## src/rtl/seg_scan_ctrl.sv

```systemverilog
// seg_scan_ctrl - time-multiplexed scan controller for a common-digit
// 7-segment display bank.
//
// Steps through DIGITS slots of SCAN_DIV cycles each. Every slot starts with
// BLANK_CYCLES cycles with all digit enables off, which suppresses ghosting.
// After that only the enable for the current digit is asserted. New display
// data is staged in a shadow register and moves into the active register
// only at a frame boundary, so one frame never shows a mix of old and new
// values.
//
// Ports:
//   clk_i        system clock, rising edge
//   rst_i        synchronous active-high reset
//   load_i       1-cycle strobe that captures data_i / dp_i
//   data_i       BCD word, nibble k = digit k (digit 0 = least significant)
//   dp_i         decimal point per digit, 1 = lit
//   lz_blank_i   1 = suppress leading zeros
//   digit_data_o 4-bit code for the segment decoder, 4'hF = blank
//   dp_o         decimal point for the current digit, active-high
//   dig_sel_o    one-hot digit enable; active-low when DIG_ACTIVE_LOW = 1
//   frame_o      1-cycle pulse at each frame boundary
module seg_scan_ctrl #(
  parameter int unsigned DIGITS         = 4,
  parameter int unsigned SCAN_DIV       = 50000,
  parameter int unsigned BLANK_CYCLES   = 500,
  parameter logic        DIG_ACTIVE_LOW = 1'b1
) (
  input  logic                  clk_i,
  input  logic                  rst_i,
  input  logic                  load_i,
  input  logic [4*DIGITS-1:0]   data_i,
  input  logic [DIGITS-1:0]     dp_i,
  input  logic                  lz_blank_i,
  output logic [3:0]            digit_data_o,
  output logic                  dp_o,
  output logic [DIGITS-1:0]     dig_sel_o,
  output logic                  frame_o
);

  localparam int unsigned DIV_W = (SCAN_DIV > 1) ? $clog2(SCAN_DIV) : 1;
  localparam int unsigned IDX_W = (DIGITS > 1) ? $clog2(DIGITS) : 1;

  localparam logic [DIV_W-1:0]  DIV_LAST  = DIV_W'(SCAN_DIV - 1);
  localparam logic [DIV_W-1:0]  BLANK_END = DIV_W'(BLANK_CYCLES);
  localparam logic [IDX_W-1:0]  IDX_LAST  = IDX_W'(DIGITS - 1);
  localparam logic [DIGITS-1:0] SEL_OFF   = {DIGITS{DIG_ACTIVE_LOW}};

  // Scan position.
  logic [DIV_W-1:0]    div_q, div_d;
  logic [IDX_W-1:0]    idx_q, idx_d;

  // Display data: active (currently scanned) and shadow (staged by load_i).
  logic [4*DIGITS-1:0] act_data_q, act_data_d;
  logic [DIGITS-1:0]   act_dp_q, act_dp_d;
  logic [4*DIGITS-1:0] shd_data_q, shd_data_d;
  logic [DIGITS-1:0]   shd_dp_q, shd_dp_d;
  logic                pend_q, pend_d;

  // Registered outputs.
  logic [3:0]          digit_data_q, digit_data_d;
  logic                dp_q, dp_d;
  logic [DIGITS-1:0]   sel_q, sel_d;
  logic                frame_q, frame_d;

  // Helper signals.
  logic                div_wrap;
  logic                frame_wrap;
  logic [DIGITS-1:0]   lz_mask;
  logic [DIGITS-1:0]   sel_onehot;
  logic [3:0]          cur_nib;
  logic                cur_dp;

  // Divider and digit index.
  always_comb begin
    div_wrap   = (div_q == DIV_LAST);
    frame_wrap = div_wrap && (idx_q == IDX_LAST);

    div_d = div_wrap ? '0 : div_q + 1'b1;

    idx_d = idx_q;
    if (div_wrap) begin
      idx_d = (idx_q == IDX_LAST) ? '0 : idx_q + 1'b1;
    end
  end

  // Shadow / active data handling. A load on the boundary edge bypasses the
  // shadow and goes straight to active, so it wins over older pending data.
  always_comb begin
    shd_data_d = shd_data_q;
    shd_dp_d   = shd_dp_q;
    pend_d     = pend_q;
    act_data_d = act_data_q;
    act_dp_d   = act_dp_q;

    if (load_i) begin
      shd_data_d = data_i;
      shd_dp_d   = dp_i;
      pend_d     = 1'b1;
    end

    if (frame_wrap) begin
      pend_d = 1'b0;
      if (load_i) begin
        act_data_d = data_i;
        act_dp_d   = dp_i;
      end else if (pend_q) begin
        act_data_d = shd_data_q;
        act_dp_d   = shd_dp_q;
      end
    end
  end

  // Leading-zero mask. Walk from the most significant digit down. The run
  // of blankable digits ends at the first non-zero nibble or at the first
  // set decimal point. Digit 0 is never blanked.
  always_comb begin
    logic        run;
    int unsigned k;
    lz_mask = '0;
    run     = lz_blank_i;
    for (int unsigned j = 0; j < DIGITS; j++) begin
      k   = DIGITS - 1 - j;
      run = run && (act_data_q[4*k +: 4] == 4'h0) && !act_dp_q[k];
      lz_mask[k] = run && (k != 0);
    end
  end

  // Digit selected by the current index, with blanking applied.
  always_comb begin
    cur_nib    = 4'h0;
    cur_dp     = 1'b0;
    sel_onehot = '0;
    for (int unsigned k = 0; k < DIGITS; k++) begin
      if (idx_q == IDX_W'(k)) begin
        cur_nib       = lz_mask[k] ? 4'hF : act_data_q[4*k +: 4];
        cur_dp        = act_dp_q[k];
        sel_onehot[k] = 1'b1;
      end
    end
  end

  // Output registers. All outputs lag the counter by one cycle. Digit data
  // is latched only on the first cycle of a slot, which is also the first
  // blank cycle. Because of this the active register may change at the
  // frame boundary without disturbing the digit still on display.
  always_comb begin
    digit_data_d = digit_data_q;
    dp_d         = dp_q;
    if (div_q == '0) begin
      digit_data_d = cur_nib;
      dp_d         = cur_dp;
    end

    if (div_q >= BLANK_END) begin
      sel_d = sel_onehot ^ SEL_OFF;
    end else begin
      sel_d = SEL_OFF;
    end

    frame_d = frame_wrap;
  end

  always_ff @(posedge clk_i) begin
    if (rst_i) begin
      div_q        <= '0;
      idx_q        <= '0;
      act_data_q   <= '0;
      act_dp_q     <= '0;
      shd_data_q   <= '0;
      shd_dp_q     <= '0;
      pend_q       <= 1'b0;
      digit_data_q <= '0;
      dp_q         <= 1'b0;
      sel_q        <= SEL_OFF;
      frame_q      <= 1'b0;
    end else begin
      div_q        <= div_d;
      idx_q        <= idx_d;
      act_data_q   <= act_data_d;
      act_dp_q     <= act_dp_d;
      shd_data_q   <= shd_data_d;
      shd_dp_q     <= shd_dp_d;
      pend_q       <= pend_d;
      digit_data_q <= digit_data_d;
      dp_q         <= dp_d;
      sel_q        <= sel_d;
      frame_q      <= frame_d;
    end
  end

  assign digit_data_o = digit_data_q;
  assign dp_o         = dp_q;
  assign dig_sel_o    = sel_q;
  assign frame_o      = frame_q;

endmodule

```

## config.mk

```make
export PLATFORM = sky130hd
export DESIGN_NAME = seg_scan_ctrl
export DESIGN_NICKNAME = d
export VERILOG_FILES = /design/src/rtl/seg_scan_ctrl.sv
export SDC_FILE = /design/constraint.sdc
export NUM_CORES = 1
export LEC_CHECK = 0
export CAP_MARGIN = 10
export CELL_PAD_IN_SITES_DETAIL_PLACEMENT = 2
export CELL_PAD_IN_SITES_GLOBAL_PLACEMENT = 2
export CORE_MARGIN = 4
export CORE_UTILIZATION = 31
export DETAILED_ROUTE_END_ITERATION = 8
export GPL_ROUTABILITY_DRIVEN = 0
export MAX_ROUTING_LAYER = met4
export PLACE_DENSITY_LB_ADDON = 0.1
export SYNTH_ARGS = -nofsm -noshare
export SYNTH_HDL_FRONTEND = slang
export SYNTH_SLANG_ARGS = --single-unit
```

## constraint.sdc

```tcl
create_clock -name clk_i -period 1.7 [get_ports clk_i]
set_input_delay 0.255 -clock clk_i [delete_from_list [all_inputs] [get_ports clk_i]]
set_output_delay 0.255 -clock clk_i [all_outputs]
set_load 0.02 [all_outputs]
```

After elaboration in Yosys (flattened, before gate mapping) --
Index checks and enable logic that the tools add are counted. Widths: inputs -> output; s select.
Word-level totals: word-level logic and storage cells 60, input bits 24, register bits after elaboration 69, output and inout bits 10
Operators by class: equal/unequal tests 4, reduce and logical (&&, ||, !) cells 20, multiplexer cells 20, bitwise logic cells 2, $lt $le $gt $ge 1, add/sub/neg operators 2
Operators with widths (count):
- $mux 4 | 9
- $mux 16 | 2
- $add 16x1->16 const B | 1
- $eq 16x16->1 const B | 1
- $ge 16x9->1 const B | 1
- $logic_not 16->1 | 1
- $logic_not 4->1 | 3
- $mux 1 | 8
- $logic_and 1x1->1 | 7
- $reduce_or 2->1 | 3
- $eq 2x2->1 const B | 2
- $not 4->4 | 1
- $logic_not 1->1 | 3
- $add 2x1->2 const B | 1
- $eq 2x1->1 const B | 1
- $logic_not 2->1 | 1
- $mux 2 | 1
- $reduce_and 2->1 | 1
- $reduce_bool 2->1 | 1
- $not 1->1 | 1

Depth between registers and ports, before layout --
Gate-level depths: netlist of run 1.
word-level depth 11, gate-level depth with buffers 7

Least setup slack after synthesis of run 1 --
OpenSTA, ideal clock, no wires.
path type reg2reg, start point register div_q[0], end point register act_data_q[10], period minus slack after synthesis 1724 ps, data required time 1584 ps, buffers on the path 1, stages on the path, launching flop included 7, arrival time 1608 ps, path slack -24 ps, cell sequence dfxtp_1 -> ha_1 -> nand4_2 -> nor4_4 -> nand4b_1 -> buf_2 -> a31o_2
On the way: longest elaborated chain between the ends 3
Ends and longest elaborated chain:
- start, declared | RTL line 49 | logic [DIV_W-1:0] div_q, div_d;
- start signal, assigned | RTL line 177 | div_q <= div_d;
- $eq 16x16->1 | RTL line 75 | div_wrap = (div_q == DIV_LAST);
- $logic_and 1x1->1 | RTL line 76 | frame_wrap = div_wrap && (idx_q == IDX_LAST);
- $reduce_and 2->1 (no source line)
- end signal, assigned | RTL line 179 | act_data_q <= act_data_d;
- end, declared | RTL line 53 | logic [4*DIGITS-1:0] act_data_q, act_data_d;
Every way passes these cells. A chain may end at the register's enable or synchronous reset.

Worst setup path in the final report of run 1 --
start point register div_q[1], end point register act_data_q[8]
Same word-level chain as after synthesis.

==> metrics.txt, run 1 <==
Hold Worst Slack=about 0.38 ns; die height=106.1 µm; Hold Path Class=in2reg; remaining antenna violation count=0; final non-filler cell total=between 500 and 600; failing checks=negative setup slack; CP max stage cell=dfxtp_4; Total GRT Usage=approximately 17%; antenna cells=0; via/cell ratio=a little over 5; Clock power frac=43.2%; dpl cell area=approximately 0.0038 mm²; Worst-path clk slew=0.08 ns; CTS hold repair buffers=0; sequential fraction of the synthesis area=a little under half; CTS tree=yes; setup ws final=-0.05739 ns; placed insts=~500; Setup Viol. Count Final=20; Worst Path Required=between 1.5 and 2 ns; Residual DRC=0; Critical Path Start Type=register; Post-Syn Instances=about 320; syn avg cell area=about 9.4 µm²; Critical Path, Cell by Cell=ha_4 > nand4_4 > nor4_4 > nand4b_1 > buf_6 > clkbuf_16 > nor3_1 > a31o_2; Synth area leaders=dfxtp_1, mux2i_1, nor2_1, a31o_2, nor3_1; DR pass1 iterations=4; Hold Fails Final Rpt=0; # IOs=34; uppermost layer routed=met4; Post-DP HPWL=5818 µm; maximum VDD drop=between 300 and 400 µV; Placement Rows=35; Flop pwr share=a little under half; switching part of the total=24.10%; Crit path depth=8; commonest non-fill, non-tap cell in the layout=dfxtp_1; CTS buffer count=9; first-pass GRT wire length=14630 µm; Area Overhead vs Synth=46.02%; Core Area=0.009284 mm²; Power Density=832.7 mW/mm²; most frequent cells in the layout=dfxtp_1, nor2_1, buf_4; logic gate share of total power=between 10% and 20%; status=finished with violations; period utilisation layout=103.4%; vias in the first global route=~2.9k; DR WL/cell=between 15 and 20 µm; initial antenna violation count=0; Worst EP arrival=2.04 ns; post-synthesis register bit count=~70; Int Power=around 2.8 mW; RSZ-0062 raised after global routing=true; Yosys warnings=0; Switching Power=~0.9 mW; CP bufs+invs=2; Reg2Reg Setup Slack=-0.06 ns; DR WL met2=between 5000 and 6000 µm; die area=roughly 0.011 mm²; design area=0.004355 mm²; Synth Cell Area=0.002983 mm²; crit-path leading delay family=simple AND/OR/NAND/NOR gates; Slew Limit Headroom=46.17%; share of layout cells above drive strength 1=approximately a third; I/O Buffers=33; Initial Utilization=between 30% and 40%; Max Cap Viol=0; Sink Count=69; Fin Clk Skew=0.008072 ns; clock period minus worst slack=around 1.8 ns; Reg2Reg Depth=8; Starting DRT DRC Count=between 50 and 60; cell taking the most area after synthesis=dfxtp_1; CP max FO=7; worst-skew pair later-pin latency=about 0.35 ns; remaining global-route overflow=0; FF-to-FF End=act_data_q[8]$_SDFFE_PP0P_; wl on met1=between 4000 and 5000 µm; die width=106.1 µm; H-tree levels=3; Synth top area share=46.31%; CP startpoint=div_q[1]$_SDFF_PP0_; FILL cells=between 900 and 1k; Worst Setup EP=act_data_q[8]$_SDFFE_PP0P_; kind of critical path=reg2reg; dpl ws=-0.1588 ns; via count=2661; library cells used by synthesis=between 40 and 50; leak pwr=1.743 nW; CTS Buffer Depth=2; Synth Net Count=348; largest net degree at the start of global routing=52; routed wire length=between 9000 and 10000 µm; Worst-Margin Slew=0.8066 ns; max-slew violation count=0; Max Freq=between 0.5 and 0.6 GHz; Critical Path End Type=register; Post-layout nets=about 420; Critical R2R Launch=div_q[1]$_SDFF_PP0_; root buf cell=clkbuf_8; CP peak stage delay=around 0.37 ns; routed wl met3=~250 µm
worst reg2reg max path, cell delays in order, from the launching register on:
cell,delay (ns)
dfxtp_4,0.37
ha_4,0.15
nand4_4,0.12
nor4_4,0.20
nand4b_1,0.18
buf_6,0.20
clkbuf_16,0.17
nor3_1,0.18
a31o_2,0.13
metal layers:
layer  global-route usage [%]  up-vias
li1                         -     1279
met1                    20.13     1328
met5                        -        -
met4                    6.383        0
met2                    27.60       39
met3                    3.218       15
worst min-delay path by stage:
stage / from / to / cells past startpoint
global route: rst_i / shd_data_q[12]$_SDFFE_PP0P_ / 3
floorplan: data_i[0] / shd_data_q[0]$_SDFFE_PP0P_ / 2
CTS: rst_i / shd_data_q[15]$_SDFFE_PP0P_ / 3
detailed placement: act_data_q[1]$_SDFFE_PP0P_ / act_data_q[1]$_SDFFE_PP0P_ / 1
finish: rst_i / shd_data_q[10]$_SDFFE_PP0P_ / 3
global placement: shd_data_q[5]$_SDFFE_PP0P_ / shd_data_q[5]$_SDFFE_PP0P_ / 2
through the flow:
| stage | util [%] | power [mW] | setup TNS (ns) |
|---|---|---|---|
| after floorplan | - | 1.902 | 0 |
| after global placement | 40.44 | 2.060 | -0.4645 |
| after detailed placement | 40.44 | 2.074 | -1.335 |
| after CTS | 43.54 | 3.635 | 0 |
| after global routing | 46.91 | 3.800 | -2.754 |
| final | 46.91 | 3.627 | -0.3958 |
cell families after synthesis:
| group | count (synthesis) | share of synthesized area [%] |
|---|---|---|
| fa+ha+maj | 6 | 2.517 |
| simple gates | 133 | 23.74 |
| xor+xnor | 14 | 4.111 |
| compound gates | 44 | 11.28 |
| mux | 25 | 8.389 |
| flops | 69 | 46.31 |
| buf+inv | 27 | 3.649 |
power by group through the flow:
stage	registers, mW	logic, mW	clock network [mW]
2_1_floorplan	1.74	0.167	0
3_3_place_gp	1.72	0.337	0
3_5_place_dp	1.73	0.349	0
4_1_cts	1.69	0.356	1.59
5_1_grt	1.69	0.406	1.70
6_report	1.69	0.373	1.57
cell usage after synthesis (all sizes together):
cell and n:
nand4 8, a31o 20, nand4b 2, nor3 28, a311oi 1, nor4b 1, dfxtp 69, a221oi 3
nor4 6, a211o 1, a31oi 3, or3 1, inv 8, nor2 50, nor3b 2, o21ai 3
a211oi 4, and3 3, and4 1, xor2 5, nand3b 4, nor2b 5, a21oi 8, mux2i 25
o21bai 1, xnor2 9, nand3 3, or4 1, ha 6, nand2 18, buf 10, clkbuf 9
state kept, by name, indices dropped and copies added (netlist names):
register      count
act_data_q       16
act_dp_q          4
dig_sel_o         4
digit_data_o      4
div_q            16
dp_o              1
frame_o           1
idx_q             2
pend_q            1
shd_data_q       16
shd_dp_q          4
layout make-up:
type	count	area, µm²	share of cell area (%)
clock buffer	11	151.4	3.476
clock inverter	5	82.58	1.896
inverter	8	30.03	0.6895
multi-input combinational	222	1697	38.95
sequential	69	1396	32.06
tap	129	161.4	3.706
timing repair buffer	84	837.1	19.22
repair_timing:
item                                    CTS  global route
resized for setup                        11            39
setup buffers                             1             4
pin swaps                                 3             6
endpoints found under the setup margin   26            42
gates cloned                              0             6
No activity file was read; power rests on OpenSTA's default activity.
==> inputs of run 2 (changes only) <==
- MAX_ROUTING_LAYER: met4 -> not set
- PLACE_DENSITY: not set -> 0.78
- PLACE_DENSITY_LB_ADDON: 0.1 -> not set
==> metrics.txt, run 2 (synthesis results as in run 1) <==
clock period minus worst slack=about 1.9 ns; Critical Path Start Type=register; H-tree levels=3; failing checks=negative setup slack; die height=around 110 µm; I/O Buffers=33; most frequent cells in the layout=dfxtp_1, buf_4, nor2_1; antenna cells=0; Total GRT Usage=about 22%; Post-layout nets=between 400 and 500; # IOs=34; Switching Power=1.002 mW; share of layout cells above drive strength 1=between 30% and 40%; Worst-Margin Slew=approximately 0.44 ns; period utilisation layout=111.9%; remaining antenna violation count=0; Starting DRT DRC Count=around 160; FILL cells=941; commonest non-fill, non-tap cell in the layout=dfxtp_1; via count=roughly 2.9k; Fin Clk Skew=roughly 0.012 ns; Post-DP HPWL=~6500 µm; Power Density=between 700 and 800 mW/mm²; Hold Fails Final Rpt=0; root buf cell=clkbuf_8; Setup Viol. Count Final=38; Worst Path Required=a little under 2 ns; Hold Path Class=in2reg; die width=approximately 110 µm; Worst-path clk slew=around 0.090 ns; Residual DRC=0; largest net degree at the start of global routing=23; CTS tree=yes; remaining global-route overflow=0; Area Overhead vs Synth=54.91%; final non-filler cell total=543; Int Power=about 2.6 mW; Core Area=just over 0.009 mm²; Largest regs=act_data_q: 16 flops, div_q: 16 flops, shd_data_q: 16 flops; Flop pwr share=47.4%; Reg2Reg Depth=5; via/cell ratio=between 5 and 6; CTS buffer count=9; RSZ-0062 raised after global routing=true; Placement Rows=35; status=finished with violations; kind of critical path=reg2reg; Worst EP arrival=2.13 ns; Max Cap Viol=0; maximum VDD drop=between 400 and 500 µV; leak pwr=1.895 nW; CTS Buffer Depth=2; CP max FO=7; fin util=approximately half; Clock power frac=between 30% and 40%; dpl ws=-0.1968 ns; Initial Utilization=around a third; Slew Limit Headroom=69.54%; Max Freq=~0.53 GHz; DR pass1 iterations=4; first-pass GRT wire length=roughly 19000 µm; Hold Path Stages=2; die area=~0.011 mm²; switching part of the total=28.05%; logic gate share of total power=about an eighth; CTS hold repair buffers=0; Hold Worst Slack=just under 0.3 ns; max-slew violation count=0; Critical Path End Type=register; initial antenna violation count=0; placed insts=511; DR WL/cell=approximately 23 µm; setup ws final=-0.2017 ns; routed wire length=about 13000 µm; vias in the first global route=around 3.3k; worst-skew pair later-pin latency=0.36 ns; Sink Count=between 60 and 70
## run 2: cell count changes in the layout (fill, tap and decap cells not counted), moves of 7 or more
cell | before | now
a31o_2 | 17 | 8
nor3_1 | 14 | 7
buf_4 | 39 | 56
a31o_4 | 2 | 11
nor3_4 | 5 | 13
## run 2: area by class of cell
class	instances	area (µm²)	share of cell area, %
Inverter	8	30.03	0.6499
Multi-Input combinational cell	222	1917	41.48
Clock inverter	7	73.82	1.598
Sequential cell	69	1390	30.08
Tap cell	129	161.4	3.493
Timing Repair Buffer	99	924.6	20.01
Clock buffer	9	123.9	2.681
## run 2: metrics by stage
| step | setup TNS (ns) | power, mW | area [µm²] |
|---|---|---|---|
| after floorplan | 0 | 1.902 | 3022 |
| after global placement | -1.014 | 2.062 | 3805 |
| after detailed placement | -2.240 | 2.081 | 3805 |
| after CTS | -0.9982 | 3.500 | 4433 |
| after global routing | -7.210 | 3.703 | 4621 |
| final | -3.019 | 3.570 | 4621 |
## run 2: what timing repair did
action / CTS / global route
pin swaps: 31 / 9
gates cloned: 3 / 0
resized for setup: 56 / 26
setup endpoints to repair: 26 / 42
setup buffers: 6 / 8
hold endpoints to repair: 0 / 0
## run 2: layer usage
| layer | wire length (µm) | up-vias | track usage (%) |
|---|---|---|---|
| li1 | - | 1319 | - |
| met5 | 0 | - | 0 |
| met3 | 426 | 27 | 3.582 |
| met1 | 5506 | 1454 | 27.78 |
| met4 | 365 | 0 | 9.713 |
| met2 | 6346 | 71 | 37.66 |
## run 2: worst paths after layout
path | start | endpoint | slack [ns]
worst max-delay path | div_q[9]$_SDFF_PP0_ | digit_data_o[1]$_SDFFE_PP0N_ | -0.20
worst min-delay path | rst_i | shd_dp_q[3]$_SDFFE_PP0P_ | 0.29
worst max register to register | div_q[9]$_SDFF_PP0_ | digit_data_o[1]$_SDFFE_PP0N_ | -0.20
worst min register to register | shd_dp_q[3]$_SDFFE_PP0P_ | shd_dp_q[3]$_SDFFE_PP0P_ | 0.52
## run 2: worst max-delay path, cell delays in order (launching register included)
cell	delay, ns
dfxtp_2	0.33
or4_4	0.54
nor2_4	0.16
nand4_4	0.21
mux2i_1	0.20
a211oi_1	0.33
## run 2: power by group through the flow
| stage | logic (mW) | registers, mW | clock network [mW] |
|---|---|---|---|
| after global placement | 0.339 | 1.72 | 0 |
| after detailed placement | 0.355 | 1.73 | 0 |
| after global routing | 0.498 | 1.70 | 1.51 |
| final | 0.467 | 1.69 | 1.41 |
| after floorplan | 0.167 | 1.74 | 0 |
| after CTS | 0.397 | 1.69 | 1.41 |
==> inputs of run 3 (changes only) <==
- CORE_MARGIN: 4 -> 2
- SLEW_MARGIN: not set -> 20
==> metrics.txt, run 3 (synthesis results as in run 1) <==
Hold Path Stages=2; largest net degree at the start of global routing=25; dpl ws=-0.1738 ns; FF-to-FF End=act_data_q[6]$_SDFFE_PP0P_; dpl cell area=between 0.003 and 0.004 mm²; Hold Worst Slack=between 0.3 and 0.4 ns; Setup Viol. Count Final=26; sequential cell area=about 0.0014 mm²; CTS buffer count=9; leak pwr=1.855 nW; Slew Limit Headroom=between 60 and 70%; CP max stage cell=dfxtp_4; die area=0.01042 mm²; Post-layout nets=about 430; die height=102.1 µm; DR pass1 iterations=4; Clock power frac=40.8%; Int Power=approximately 2.6 mW; remaining global-route overflow=0; Worst-Margin Slew=0.4479 ns; CTS Buffer Depth=2; Worst EP arrival=2.19 ns; Critical Path End Type=register; status=finished with violations; placed insts=505; Power Density=between 700 and 800 mW/mm²; max-slew violation count=0; H-tree levels=3; failing checks=negative setup slack; switching part of the total=between 20% and 30%; Area Overhead vs Synth=51.97%; Critical R2R Launch=div_q[14]$_SDFF_PP0_; Switching Power=approximately 0.93 mW; CTS tree=yes; via/cell ratio=5.209; share of layout cells above drive strength 1=around 38%; area of the multi-input gates=0.001849 mm²; setup ws final=-0.1949 ns; Reg2Reg Setup Slack=-0.19 ns; Worst Path Required=2.00 ns; Reg2Reg Depth=7; Fin Clk Skew=between 0.015 and 0.02 ns; maximum VDD drop=433.6 µV; # IOs=34; Worst-path clk slew=~0.09 ns; Max Freq=0.5277 GHz; clock period minus worst slack=about 1.9 ns; FILL cells=about 960; Core Area=~0.0093 mm²; Total GRT Usage=between 20 and 25%; Starting DRT DRC Count=64; Max Cap Viol=0; Residual DRC=0; Largest regs=act_data_q: 16 flops, div_q: 16 flops, shd_data_q: 16 flops; Hold EP=digit_data_o[0]$_SDFFE_PP0N_; first-pass GRT wire length=17120 µm; hold path startpoint=rst_i; via count=2787; Critical Path, Cell by Cell=nand4_1 > nor4_4 > nand4b_1 > buf_6 > buf_16 > nor3_2 > a31o_2; CP startpoint=div_q[14]$_SDFF_PP0_; period utilisation layout=111.5%; vias in the first global route=~3k; CTS hold repair buffers=0; root buf cell=clkbuf_8; Placement Rows=35; Initial Utilization=between 30% and 40%; Critical Path Start Type=register; kind of critical path=reg2reg; design area=0.004533 mm²; Sink Count=69; worst-skew pair later-pin latency=~0.36 ns; Hold Fails Final Rpt=0; most frequent cells in the layout=dfxtp_1, nor2_1, buf_4; CP peak stage delay=around 0.37 ns; die width=102.1 µm; I/O Buffers=33; final non-filler cell total=around 540; antenna cells=0; logic gate share of total power=between 10% and 20%; RSZ-0062 raised after global routing=true; Hold Path Class=in2reg; DR WL/cell=roughly 23 µm; remaining antenna violation count=0; Post-DP HPWL=around 6400 µm; commonest non-fill, non-tap cell in the layout=dfxtp_1; CP max FO=10; routed wire length=approximately 12000 µm; setup_tns=-3.580 ns; Flop pwr share=a little under half; initial antenna violation count=0
run 3: cell count changes in the layout (fill, tap and decap cells not counted), moves of 4 or more:
| cell | change |
|---|---|
| buf_4 | -9 |
| dfxtp_1 | -4 |
| a31o_2 | +7 |
| dfxtp_2 | +4 |
| a31o_4 | -7 |
run 3: how the worst max path moves through the flow:
stage / slack, ns / depth (start not counted) / endpoint
floorplan: 0.02 / 6 / act_data_q[10]$_SDFFE_PP0P_
global placement: -0.12 / 5 / act_dp_q[0]$_SDFFE_PP0P_
detailed placement: -0.17 / 7 / digit_data_o[2]$_SDFFE_PP0N_
CTS: -0.03 / 5 / digit_data_o[1]$_SDFFE_PP0N_
global route: -0.23 / 7 / act_data_q[6]$_SDFFE_PP0P_
finish: -0.19 / 7 / act_data_q[6]$_SDFFE_PP0P_
run 3: repair_timing:
action                                  in CTS  in global routing
endpoints found under the setup margin      29                 46
gates resized for setup                     44                 38
gates cloned                                 3                  2
pin swaps                                   11                 19
setup buffers                                6                  3
run 3: final cells by class:
| class | instances | area share, % |
|---|---|---|
| Timing Repair Buffer | 91 | 19.57 |
| Clock buffer | 11 | 3.340 |
| Inverter | 8 | 0.6624 |
| Clock inverter | 5 | 1.297 |
| Tap cell | 129 | 3.561 |
| Multi-Input combinational cell | 222 | 40.79 |
| Sequential cell | 69 | 30.78 |
run 3: worst max-delay path: cells and delay by family, from the launching register on:
family / cells / cell delay, ns
AND/OR/NAND/NOR: 4 / 0.93
buffers and inverters: 2 / 0.38
flip-flops: 1 / 0.37
AO/OA/AOI/OAI: 1 / 0.15
run 3: stage by stage:
stage | power (mW) | utilization, %
6_report | 3.538 | 48.83
3_3_place_gp | 2.048 | 40.36
5_1_grt | 3.669 | 48.83
4_1_cts | 3.518 | 46.29
3_5_place_dp | 2.067 | 40.36
2_1_floorplan | 1.902 | -
run 3: power groups by stage:
stage / sequential (mW) / clock [mW] / combinational, mW
5_1_grt: 1.69 / 1.54 / 0.431
3_5_place_dp: 1.73 / 0 / 0.340
6_report: 1.69 / 1.44 / 0.405
3_3_place_gp: 1.72 / 0 / 0.326
4_1_cts: 1.69 / 1.46 / 0.366
2_1_floorplan: 1.74 / 0 / 0.167
run 3: layer usage:
| layer | global-route usage, % | vias to the layer above | wire [µm] | share of wire, % |
|---|---|---|---|---|
| met3 | 3.488 | 32 | 384 | 3.1 |
| li1 | - | 1296 | - | - |
| met5 | 0 | - | 0 | 0 |
| met4 | 7.590 | 0 | 386 | 3.2 |
| met1 | 26.39 | 1403 | 5218 | 43 |
| met2 | 39.63 | 56 | 6254 | 51 |
